File: src/rtl/demux_4_x_stream.sv
// demux_4_x_stream
//   Registered 1-to-4 stream demultiplexer. A single valid/ready input stream
//   carries a 2-bit channel select with every word. Each word is written into
//   a per-channel FIFO of DEPTH entries. Each FIFO drains on its own
//   valid/ready output, so the four consumers can stall independently.
//
// Ports
//   clk        single clock, rising edge
//   rst        synchronous, active-high reset
//   in_data    input word
//   in_sel     destination channel (0..3) for in_data
//   in_valid   in_data/in_sel valid
//   in_ready   the channel addressed by in_sel has room (never during reset)
//   out_data   channel k word at [k*BUS_WIDTH +: BUS_WIDTH], 0 when empty
//   out_valid  bit k: channel k holds a word
//   out_ready  bit k: channel k consumer accepts
//   out_count  channel k occupancy at [k*CNT_W +: CNT_W]

module demux_4_x_stream #(
  parameter int BUS_WIDTH = 8,
  parameter int DEPTH     = 2
) (
  input  logic                               clk,
  input  logic                               rst,
  input  logic [BUS_WIDTH-1:0]               in_data,
  input  logic [1:0]                         in_sel,
  input  logic                               in_valid,
  output logic                               in_ready,
  output logic [4*BUS_WIDTH-1:0]             out_data,
  output logic [3:0]                         out_valid,
  input  logic [3:0]                         out_ready,
  output logic [4*($clog2(DEPTH)+1)-1:0]     out_count
);

  localparam int PTR_W = $clog2(DEPTH);
  localparam int CNT_W = PTR_W + 1;
  localparam logic [CNT_W-1:0] FULL_CNT = CNT_W'(DEPTH);

  logic [3:0] not_full;

  // Ready depends only on the registered counts and in_sel, so there is no
  // combinational path from out_ready or in_valid to in_ready.
  assign in_ready = !rst && not_full[in_sel];

  for (genvar k = 0; k < 4; k++) begin : g_chan
    logic [BUS_WIDTH-1:0] mem_q [DEPTH];
    logic [PTR_W-1:0]     wr_ptr_q, wr_ptr_d;
    logic [PTR_W-1:0]     rd_ptr_q, rd_ptr_d;
    logic [CNT_W-1:0]     count_q, count_d;
    logic                 push, pop;

    assign push = in_valid && in_ready && (in_sel == 2'(k));
    assign pop  = out_valid[k] && out_ready[k];

    always_comb begin
      wr_ptr_d = wr_ptr_q;
      rd_ptr_d = rd_ptr_q;
      count_d  = count_q;
      // Pointers are exactly PTR_W bits, so they wrap from DEPTH-1 to 0.
      if (push) wr_ptr_d = wr_ptr_q + 1'b1;
      if (pop)  rd_ptr_d = rd_ptr_q + 1'b1;
      case ({push, pop})
        2'b10:   count_d = count_q + 1'b1;
        2'b01:   count_d = count_q - 1'b1;
        default: count_d = count_q;
      endcase
    end

    always_ff @(posedge clk) begin
      if (rst) begin
        wr_ptr_q <= '0;
        rd_ptr_q <= '0;
        count_q  <= '0;
      end else begin
        wr_ptr_q <= wr_ptr_d;
        rd_ptr_q <= rd_ptr_d;
        count_q  <= count_d;
      end
    end

    // Storage needs no reset: the count gates everything that is visible.
    // push already excludes reset through in_ready.
    always_ff @(posedge clk) begin
      if (push) mem_q[wr_ptr_q] <= in_data;
    end

    assign not_full[k]                         = (count_q != FULL_CNT);
    assign out_valid[k]                        = (count_q != '0);
    assign out_count[k*CNT_W +: CNT_W]         = count_q;
    assign out_data[k*BUS_WIDTH +: BUS_WIDTH]  = out_valid[k] ? mem_q[rd_ptr_q] : '0;
  end

endmodule

File: config.mk
export PLATFORM = sky130hd
export DESIGN_NAME = demux_4_x_stream
export DESIGN_NICKNAME = d
export VERILOG_FILES = /design/src/rtl/demux_4_x_stream.sv
export SDC_FILE = /design/constraint.sdc
export NUM_CORES = 1
export LEC_CHECK = 0
export ABC_AREA = 1
export CELL_PAD_IN_SITES_DETAIL_PLACEMENT = 1
export CELL_PAD_IN_SITES_GLOBAL_PLACEMENT = 2
export CORE_MARGIN = 3
export CORE_UTILIZATION = 40
export CTS_CLUSTER_DIAMETER = 80
export DETAILED_ROUTE_END_ITERATION = 7
export DONT_BUFFER_PORTS = 1
export MAX_ROUTING_LAYER = met4
export PLACE_DENSITY_LB_ADDON = 0.1
export RECOVER_POWER = 100
export SLEW_MARGIN = 15
export SYNTH_ARGS = -nofsm -noshare
export SYNTH_HDL_FRONTEND = slang
export SYNTH_SLANG_ARGS = --single-unit
File: constraint.sdc
create_clock -name clk -period 2.3 [get_ports clk]
set_input_delay 0.46 -clock clk [delete_from_list [all_inputs] [get_ports clk]]
set_output_delay 0.46 -clock clk [all_outputs]
set_load 0.02 [all_outputs]
== Word level (Yosys, flattened, before mapping) ==
Memories as Yosys holds them, arrays and structs flattened. A register that Yosys moved wholly into a read port is not among the register bits.
Index checks and enable logic that the tools add are counted.
Word-level totals
  register bits after elaboration: 16
  latch bits: 0
  bits in writable memories: 64
  memory bits (read-only): 0
  input port bits: 17
  output and inout bits: 45
  logic and storage cells: 94
  memories: 4
Memory list
  g_chan[0].mem_q: depth 2, width 8, read ports 1, clocked after Yosys merged registers in 1, write ports 1, line 46  | logic [BUS_WIDTH-1:0] mem_q [DEPTH];
  g_chan[1].mem_q: depth 2, width 8, read ports 1, clocked after Yosys merged registers in 1, write ports 1, line 46
  g_chan[2].mem_q: depth 2, width 8, read ports 1, clocked after Yosys merged registers in 1, write ports 1, line 46
  g_chan[3].mem_q: depth 2, width 8, read ports 1, clocked after Yosys merged registers in 1, write ports 1, line 46
Cells by class
  add/subtract/negate cells: 16
  $mul: 0
  div/mod/pow operators: 0
  magnitude comparators: 1
  equality and inequality tests: 15
  shift-type cells: 0
  muxes and demuxes: 26
  bitwise logic cells: 0
  reductions and logical operators: 20
Operators with widths (number)
  8-bit two-way mux: 4
  1-bit two-way mux: 17
  2-bit case mux with 2 select lines: 4
  2-bit nonzero test: 8
  2-bit equality test, second input constant: 6
  2-bit by 1-bit equality test with 1-bit output, second input constant: 5
  1-bit logical AND: 10
  1-bit adder, second input constant: 8
  2-bit by 1-bit adder with 2-bit output, second input constant: 4
  2-bit inequality test, second input constant: 4
  2-bit by 1-bit subtractor with 2-bit output, second input constant: 4
  2-bit by 3-bit less-than comparator with 1-bit output, second input constant: 1
  1-bit binary-select mux with 2-bit select: 1
  2-bit logical NOT: 1
  1-bit logical NOT: 1

== Depth between registers and ports, before layout ==
  depth after elaboration: 8
  gate-level depth with buffers: 12
  mapped depth without buffers: 12

== Least setup slack after synthesis ==
OpenSTA, ideal clock, no wires.
  path type: register to register
  start point: register g_chan[3].count_q[0]
  end point: register g_chan[2].count_q[1]
  library setup time: 0.122 ns
  arrival time: 1.714 ns
  path slack: 0.464 ns
  stages on the path, launching flop included: 11
  cell sequence: dfxtp_1 -> inv_1 -> nand4_1 -> inv_1 -> nor2_4 -> nand4_2 -> ha_1 -> a21oi_1 -> o21ai_0 -> o21ai_0 -> a21oi_1
On the way
  longest elaborated chain between the ends: 8
Ends and longest elaborated chain
  start, declared: line 49  | logic [CNT_W-1:0] count_q, count_d;
  start signal, assigned: line 77  | count_q <= count_d;
  2-bit inequality test *: line 87  | assign not_full[k] = (count_q != FULL_CNT);
  1-bit binary-select mux with 2-bit select *: line 43  | assign in_ready = !rst && not_full[in_sel];
  1-bit two-way mux (implied by the code) *: line 43
  1-bit logical AND *: line 43
  1-bit logical AND * (2 in series): line 52  | assign push = in_valid && in_ready && (in_sel == 2'(k));
  2-bit by 1-bit equality test with 1-bit output / 2-bit equality test (equally long branches): line 62  | case ({push, pop})
  2-bit case mux with 2 select lines / 2-bit nonzero test (equally long branches)
  end signal, assigned: line 77
  end, declared: line 49
Mark *: on every way between the ends. The rest lies on a longest branch, timed or not. The select of a mux whose other input is x is not followed.
A chain may end at the register's enable or synchronous reset.

== Worst setup path in the final report ==
  start point: register g_chan[2].count_q[0]
  end point: output port in_ready
On the way
  longest elaborated chain between the ends: 4
Ends and longest elaborated chain
  2-bit inequality test: line 87
  1-bit binary-select mux with 2-bit select: line 43
  1-bit two-way mux (implied by the code): line 43
  1-bit logical AND: line 43
  end, declared: line 28  | output logic in_ready,
No other way between the ends. The select of a mux whose other input is x is not followed.

==> results.cfg <==
[pwr]
ir_drop_v = 0.000364
power_frac_seq = 0.554
p_sw_uw = 863
share_comb_of_total_power = 0.113
p_leak_nw = 1.47
p_int_mw = 2.26
p_sw_frac = 0.276
clock_power_share = 0.333
powerDensity_nw_per_um2 = 834

[worst_setup_path]
crit_path_max_fanout = 7
crit_family = flip-flops
crit_chain = nor2_1, nand2_1, o21ai_0, nor2_2, buf_4
critical_path_required_ps = 1840
slowest_stage = dfxtp_1
crit_type = flip-flop to output pin
worstPathArrival_ps = 1680
cp.buffers_inverters = 1
cpPeakStageDelay_ps = 580
start_kind = flip-flop
endpoint_kind = output pin

[placed_design]
io_buffers = 0
hpwl_um = 5480
placed_area_um2 = 3600
place.gp.congestion = 0.765
placedCellCount = 424

[clock_network]
insertion_delay_ps = 350
cts.sinks = 84
root_buffer = clkbuf_8
cts_buffers = 9
cts_resized = 0
hold_buffers = 0
htreeDepth = 3
postCtsSetupRepairBufs = 0
clkSlewWorstSetupHoldPaths_ps = 80
cts_tree = done
cts_buffer_depth = 2

[grt]
grt_use_total = 0.168
first_global_vias = 2357
grt_overflow = 0
use_met1 = 0.202
grt_max_degree = 16
gr-usage-met2 = 0.274
antenna_found_initial = 0
grt_most_used_layer = met2
grt_pass1_wl_um = 12200
grtUsageMet3 = 0.0536

[floorplanning]
initial_core_util = 0.427
pin_count = 62
num_rows = 32
dieArea_um2 = 9640
core_area_um2 = 7970
die_y_um = 98.2
die_x_um = 98.2

[finish]
syn_to_final_growth_pct = 10.2
stdcell_area_um2 = 3750
n_fill_cell = 902
drive_gt1_frac = 0.0888
multi_input_area_um2 = 897
seq_area_um2 = 2320
antennaDiodeCount = 0
fin_util = 0.470
stdcell_count = 440
nets = 354

[yosys]
synth_area_um2 = 3400
syn_area_per_cell_um2 = 10.8
synthCells = 315
yosys_warnings = 0
syn-num-nets = 336
ys_seq_area_frac = 0.683
synthDistinctLibCells = 17
synth.ff_latch_count = 84

[detailed_routing]
remaining_drc_errors = 0
drtAntennaViolNets = 0
vias_per_cell = 5.09
wirelength_um = 7450
vias = 2239
wire_per_inst_um = 16.9
dr.pass1.iters = 4
drtIter0Drc = 94

[sta]
worstMarginPinSlew_ps = 570
fin_crit_sh = 0.930
slew_viol_final = 0
slew_headroom = 0.621
fin_crit_ps = 2140
fin_hold_ws_ps = 172
finalHoldViolCount = 0
setup_viol = 0
fin_setup_tns_ps = 0
fin_skew_ps = 9.08
fmax_mhz = 467
rsz0062_at_grt = yes

[worst_hold_path]
hp-class = primary input to flip-flop

[run]
maxCapViolations = 0

[run_status]
status = finished clean
## cell families (layout without fill, tap and decap cells)
kind of cell | count (synthesis) | after routing | share of synthesized area
and+or+nand+nor | 119 | 119 | 0.155
DFF | 84 | 84 | 0.683
AOI/OAI and AO/OA | 61 | 61 | 0.0898
buffers and inverters | 43 | 66 | 0.0475
adders and majority gates | 4 | 4 | 0.0147
xor gates and xnor gates | 4 | 4 | 0.0103
## Yosys cell counts
library cell | number | share of area
nor2_1 | 17 | 0.019
inv_1 | 35 | 0.039
nor2_2 | 6 | 0.011
o21ai_0 | 13 | 0.019
a21oi_1 | 48 | 0.071
xor2_1 | 4 | 0.010
buf_1 | 1 | 0.0011
clkbuf_1 | 5 | 0.0055
nand3_1 | 1 | 0.0015
ha_1 | 4 | 0.015
nand2_1 | 84 | 0.093
nand4_1 | 5 | 0.0092
dfxtp_1 | 20 | 0.12
edfxtp_1 | 64 | 0.57
nand4_2 | 4 | 0.015
nor2_4 | 2 | 0.0066
inv_2 | 2 | 0.0022
## power by group through the flow
stage / Clock (mW) / Sequential [mW] / Combinational, mW
2_1_floorplan: 0 / 1.75 / 0.281
4_1_cts: 1.07 / 1.73 / 0.377
5_1_grt: 1.16 / 1.74 / 0.399
3_5_place_dp: 0 / 1.77 / 0.373
3_3_place_gp: 0 / 1.77 / 0.365
6_report: 1.04 / 1.73 / 0.354
## routing by layer
metal	vias to the layer above	share of wire
met5	-	0
met1	1083	0.44
met2	51	0.50
li1	1097	-
met4	0	0.0098
met3	8	0.057
## state kept, by name (all words and copies together) (netlist names), named ones only
name,cells
g_chan.rd_ptr_q,4
g_chan.wr_ptr_q,4
g_chan.mem_q,64
g_chan.count_q,8
## layout make-up
class / count / area share
Clock buffer: 9 / 0.0331
Clock inverter: 7 / 0.0194
Inverter: 37 / 0.0371
Multi-Input combinational cell: 188 / 0.239
Sequential cell: 84 / 0.620
Tap cell: 102 / 0.0341
Timing Repair Buffer: 13 / 0.0170
## path summary, 6_finish.rpt
path	depth (start not counted)	slack [ps]	endpoint	startpoint
worst min register to register	1	460	flip-flop	g_chan[3].rd_ptr_q$_SDFFE_PP0P_
worst min-delay path	1	170	g_chan[0].count_q[0]$_SDFFE_PP0P_	rst
worst max register to register	9	280	g_chan[2].count_q[1]$_SDFFE_PP0P_	g_chan[2].count_q[0]$_SDFFE_PP0P_
worst max-delay path	5	160	in_ready	g_chan[2].count_q[0]$_SDFFE_PP0P_
## through the flow
step	worst slack, ps	power [mW]
global route	-6.41	3.30
detailed placement	288	2.14
global placement	327	2.13
finish	160	3.13
floorplan	464	2.03
CTS	136	3.18
## placed cells by master (no fill, tap or decap), types with 2 or more instances in the layout
| master | count |
|---|---|
| clkbuf_1 | 9 |
| nand4_1 | 8 |
| nor2_1 | 17 |
| xor2_1 | 4 |
| ha_1 | 4 |
| dfxtp_1 | 20 |
| a21oi_1 | 48 |
| buf_4 | 4 |
| nand2_1 | 84 |
| nor2_4 | 2 |
| inv_1 | 35 |
| inv_2 | 2 |
| inv_6 | 2 |
| edfxtp_1 | 64 |
| o21ai_0 | 13 |
| nor2_2 | 6 |
| clkbuf_8 | 9 |
Note: power is estimated with default switching activity, not from simulation.
